### src/rtl/swi_debouncer.sv
`default_nettype none
// ============================================================================
// Module   : swi_debouncer
// Purpose  : Synchronises and debounces the board switch vector as a whole.
//            Publishes a stable copy, per-bit rise/fall pulses, a change
//            strobe, and a valid/ack event register with a sticky overrun
//            flag, so an irregularly polling consumer can always tell
//            whether it missed a change.
// Revision : 1.0  initial release
// ============================================================================
module swi_debouncer #(
  parameter int NBITS         = 8,
  parameter int STABLE_CYCLES = 3    // legal range 1..255
) (
  input  logic             clk_2,
  input  logic             reset_n,
  input  logic [NBITS-1:0] SWI,
  output logic [NBITS-1:0] stable,
  output logic [NBITS-1:0] rise,
  output logic [NBITS-1:0] fall,
  output logic             changed,
  output logic             evt_valid,
  output logic [NBITS-1:0] evt_value,
  input  logic             evt_ack,
  output logic             overrun
);

  // Counter target, held in the counter's own 8-bit width.
  localparam logic [7:0] c_STABLE_CNT = 8'(STABLE_CYCLES);

  // Two-flop synchroniser; nothing may sit between the stages.
  logic [NBITS-1:0] r_s1;
  logic [NBITS-1:0] r_s2;

  // Candidate value and the number of consecutive samples it has been seen.
  logic [NBITS-1:0] r_cand;
  logic [7:0]       r_cnt;

  // Debounced value and its change pulses.
  logic [NBITS-1:0] r_stable;
  logic [NBITS-1:0] r_rise;
  logic [NBITS-1:0] r_fall;
  logic             r_changed;

  // Consumer-facing event register.
  logic             r_evt_valid;
  logic [NBITS-1:0] r_evt_value;
  logic             r_overrun;

  // The candidate has survived the full window and differs from what is
  // currently published: this edge commits it.
  logic w_accept;
  // A new sample disagrees with the candidate: restart the window.
  logic w_restart;

  assign w_restart = (r_s2 != r_cand);
  assign w_accept  = (r_cnt == c_STABLE_CNT) && (r_cand != r_stable);

  // Bring the asynchronous switch levels into the clk_2 domain.
  always_ff @(posedge clk_2 or negedge reset_n) begin
    if (!reset_n) begin
      r_s1 <= '0;
      r_s2 <= '0;
    end else begin
      r_s1 <= SWI;
      r_s2 <= r_s1;
    end
  end

  // Track how long the synchronised vector has held one value; saturate at
  // the window length so the counter never wraps while the input is quiet.
  always_ff @(posedge clk_2 or negedge reset_n) begin
    if (!reset_n) begin
      r_cand <= '0;
      r_cnt  <= 8'd0;
    end else if (w_restart) begin
      r_cand <= r_s2;
      r_cnt  <= 8'd1;
    end else if (r_cnt < c_STABLE_CNT) begin
      r_cnt  <= r_cnt + 8'd1;
    end
  end

  // Commit an accepted candidate and emit one-cycle edge pulses.
  always_ff @(posedge clk_2 or negedge reset_n) begin
    if (!reset_n) begin
      r_stable  <= '0;
      r_rise    <= '0;
      r_fall    <= '0;
      r_changed <= 1'b0;
    end else if (w_accept) begin
      r_stable  <= r_cand;
      r_rise    <= r_cand & ~r_stable;
      r_fall    <= ~r_cand & r_stable;
      r_changed <= 1'b1;
    end else begin
      r_rise    <= '0;
      r_fall    <= '0;
      r_changed <= 1'b0;
    end
  end

  // Event register: a new accept always wins and carries the newest value;
  // it is an overrun only if the previous event was neither acked this edge
  // nor already consumed. An ack on an accept edge is absorbed by the new
  // event, so evt_valid stays high.
  always_ff @(posedge clk_2 or negedge reset_n) begin
    if (!reset_n) begin
      r_evt_valid <= 1'b0;
      r_evt_value <= '0;
      r_overrun   <= 1'b0;
    end else if (w_accept) begin
      r_evt_valid <= 1'b1;
      r_evt_value <= r_cand;
      if (r_evt_valid && !evt_ack) begin
        r_overrun <= 1'b1;
      end
    end else if (r_evt_valid && evt_ack) begin
      r_evt_valid <= 1'b0;
    end
  end

  assign stable    = r_stable;
  assign rise      = r_rise;
  assign fall      = r_fall;
  assign changed   = r_changed;
  assign evt_valid = r_evt_valid;
  assign evt_value = r_evt_value;
  assign overrun   = r_overrun;

endmodule
`default_nettype wire

### config.mk
export PLATFORM = sky130hd
export DESIGN_NAME = swi_debouncer
export DESIGN_NICKNAME = d
export VERILOG_FILES = /design/src/rtl/swi_debouncer.sv
export SDC_FILE = /design/constraint.sdc
export NUM_CORES = 1
export LEC_CHECK = 0
export CORE_AREA = 3 3 80 82
export DETAILED_ROUTE_END_ITERATION = 12
export DIE_AREA = 0 0 83 85
export PLACE_DENSITY_LB_ADDON = 0.3
export RECOVER_POWER = 50
export SKIP_LAST_GASP = 1
export SLEW_MARGIN = 10
export SYNTH_ARGS = -nofsm -noshare
export SYNTH_HDL_FRONTEND = slang
export SYNTH_SLANG_ARGS = --single-unit
### constraint.sdc
create_clock -name clk_2 -period 5.43 [get_ports clk_2]
set_clock_uncertainty 0.05 [all_clocks]
set_input_delay 0.543 -clock clk_2 [delete_from_list [all_inputs] [get_ports clk_2]]
set_output_delay 0.543 -clock clk_2 [all_outputs]
set_load 0.1 [all_outputs]
==> flow_summary.json <==
{
  "status": "complete, but fails checks",
  "violations": "max-capacitance violations, max-slew violations",
  "syn-cell-area_sq_um": 2300,
  "yosysUniqueCellTypes": 27,
  "cts.sinks": 59,
  "period_minus_slack_ps": 2990,
  "powerDensity_nw_per_um2": 346,
  "synth.top_cell.area_share_pct": 64.1,
  "vias_per_cell": 4.29,
  "cts_buffers": 9,
  "finalCritPeriodShare_pct": 55.0,
  "ys_seq_elements": 59,
  "worstPathCellList": "buf_2 -> clkbuf_1",
  "leakagePower_nw": 1.40,
  "grt-ovfl-total": 0,
  "fmax_mhz": 335,
  "wl_um": 3110,
  "ant_nets": 0,
  "die_area_sq_um": 7060,
  "slew-limit-headroom_pct": -96.3,
  "yosys-top-cells-count": "59 x dfrtp_1, 18 x inv_1, 17 x ha_1",
  "peakVddDrop_uv": 151,
  "regArea_sq_um": 1480,
  "grt_pass1_vias": 1241,
  "synth_edf_count": 0,
  "cts_tree": "built",
  "async_reset_ff_share_pct": 100,
  "cp-end-kind": "asynchronous set/reset pin",
  "crit_type": "in2async",
  "post_cts_buffers": 0,
  "vias": 1209,
  "ys_seq_area_share_pct": 64.1,
  "final.fill_count": 549,
  "fin_setup_tns_ps": 0,
  "hold_depth": 0,
  "cts_hold_buffers": 0,
  "route.detailed.drc": 0,
  "worst_pin_slew_ps": 2940,
  "grt_usage_pct": 10.2,
  "grt_pass1_wl_um": 5500,
  "place.gp.congestion": 0.735,
  "crit_fanout": 59,
  "place.detailed.hpwl_um": 2190,
  "clk_latency_ps": 320,
  "h-tree-depth": 3,
  "num_rows": 28,
  "crit_slowest_cell": "clkbuf_1",
  "clkSlewWorstSetupHoldPaths_ps": 60,
  "syn_area_per_cell_sq_um": 13.8,
  "crit_family": "buffers and inverters",
  "post_drt_wl_per_cell_um": 11.0,
  "hold_path_class": "reg2reg",
  "fp.dieW_um": 83,
  "synth-compound-area-share_pct": 2.55,
  "drv_slew": 60,
  "grt_max_degree": 60,
  "max_stage_delay_ps": 2080,
  "drt_pass1_iterations": 4,
  "core_area_sq_um": 5820,
  "max_cap_violations": 1,
  "clockBufferDepth": 2,
  "yosysTopAreaCell": "dfrtp_1",
  "yosys_warnings": 0,
  "area_delta_synth_final_pct": 24.9,
  "layout-drive-gt1-share_pct": 11.6,
  "syn_nets": 195,
  "cp.required_ps": 5160,
  "synth_top_family_by_area": "simple AND/OR/NAND/NOR gates",
  "rsz0062_at_grt": "no",
  "post_cts_resized": 0,
  "antenna_found_initial": 0,
  "synthMuxAreaShare_pct": 3.48,
  "hold_viol_final": 0,
  "worstPathArrival_ps": 2720,
  "drtIter0Drc": 41,
  "synthFlopType": "dfrtp_1",
  "setup_viol": 0,
  "diodes": 0,
  "postSynthCellCount": 167,
  "final_nets": 233,
  "path_buf_inv": 2,
  "total_power_w": 0.000996,
  "crit_cells": 2,
  "clock_tree.root_cell": "clkbuf_8",
  "synth.area.top_cells": "dfrtp_1 64%, ha_1 9.2%, mux2i_1 3.5%, xor2_1 3.0%, inv_1 2.9%",
  "chipHeight_um": 85,
  "start_util_pct": 39.6,
  "io_buffer_count": 45,
  "synth_most_common_cell": "dfrtp_1",
  "ff2ff_path_depth": 3,
  "synth-simple-area-share_pct": 9.56,
  "synth_xor_area_share_pct": 3.04,
  "synthAdderAreaFrac_pct": 9.23,
  "critPathLaunchType": "input pin",
  "ios": 46,
  "multi_input_area_sq_um": 642
}
-- metrics by stage --
stage                     setup WS (ps)  cell area [sq um]  hold WS, ps  cells  util, %
after floorplan                    2860               2300          197    167        -
after global placement             3120               2730          283    269     47.0
after detailed placement           3100               2730          287    269     47.0
after CTS                          2930               2880          300    282     49.5
after global routing               1760               2880          306    282     49.5
final                              2440               2880          296    282     49.5
-- layout by cell type (no fill, tap or decap) --
cell,synthesis,final
dfrtp_1,59,59
clkdlybuf4s50_1,0,36
inv_1,18,18
ha_1,17,17
clkbuf_8,0,10
and2_1,8,8
and2_2,8,8
xor2_1,8,8
mux2i_1,8,8
dlygate4sd3_1,0,8
and3_1,5,5
clkbuf_1,8,4
and4_1,2,2
nor4_1,2,2
or4_1,1,1
or3b_2,1,1
a211oi_4,1,1
or3_1,1,1
nor3_1,1,1
o21a_1,1,1
o211a_1,1,1
or3_2,1,1
o21ai_0,1,1
nand4_1,1,1
a21o_1,1,1
a31o_2,1,1
and3_2,1,1
buf_2,1,1
-- path summary, 6_finish.rpt --
path / from / to / slack [ps]
min in group asynchronous: reset_n / fall[7] / 1230
setup reg to reg: r_cnt[4] / evt_value[1] / 3160
hold reg to reg: r_s1[3] / r_s2[3] / 300
max in group clk_2: evt_value[3] / evt_value[3] / 2960
hold / removal: r_s1[3] / r_s2[3] / 300
setup / recovery: reset_n / r_s2[5] / 2440
-- routing by layer --
layer	up-vias	part of all wire (%)	global-route usage (%)
met4	0	2.1	8.02
met5	-	0	0
met1	576	46	11.8
met3	4	5.7	3.79
met2	35	46	15.2
li1	594	-	-
-- cell type report --
type,count,area share [%]
flip-flops and latches,59,51.3
multi-input cells,71,22.3
repair buffers,46,15.6
inverters,18,2.35
well taps,75,3.26
clock buffers,13,5.17
-- kinds of logic after synthesis --
group,after synthesis
mux,8
simple gates,32
compound gates,6
xor+xnor,8
buf+inv,37
fa+ha+maj,17
flops,59
-- state kept, by name, summed over array words and instances, names as in the netlist --
name       cells
overrun        1
r_cnt          8
rise           8
r_s1           8
evt_value      8
evt_valid      1
r_cand         8
r_s2           8
changed        1
fall           8
-- power breakdown --
part / switching [W] / total [W] / leakage [nW] / internal, W
logic: 0.000165 / 0.000213 / 0.559 / 0.0000473
clock network: 0.000139 / 0.000310 / 0.0754 / 0.000171
registers: 0.0000153 / 0.000474 / 0.761 / 0.000458
Power figures use the tool's default switching activity.
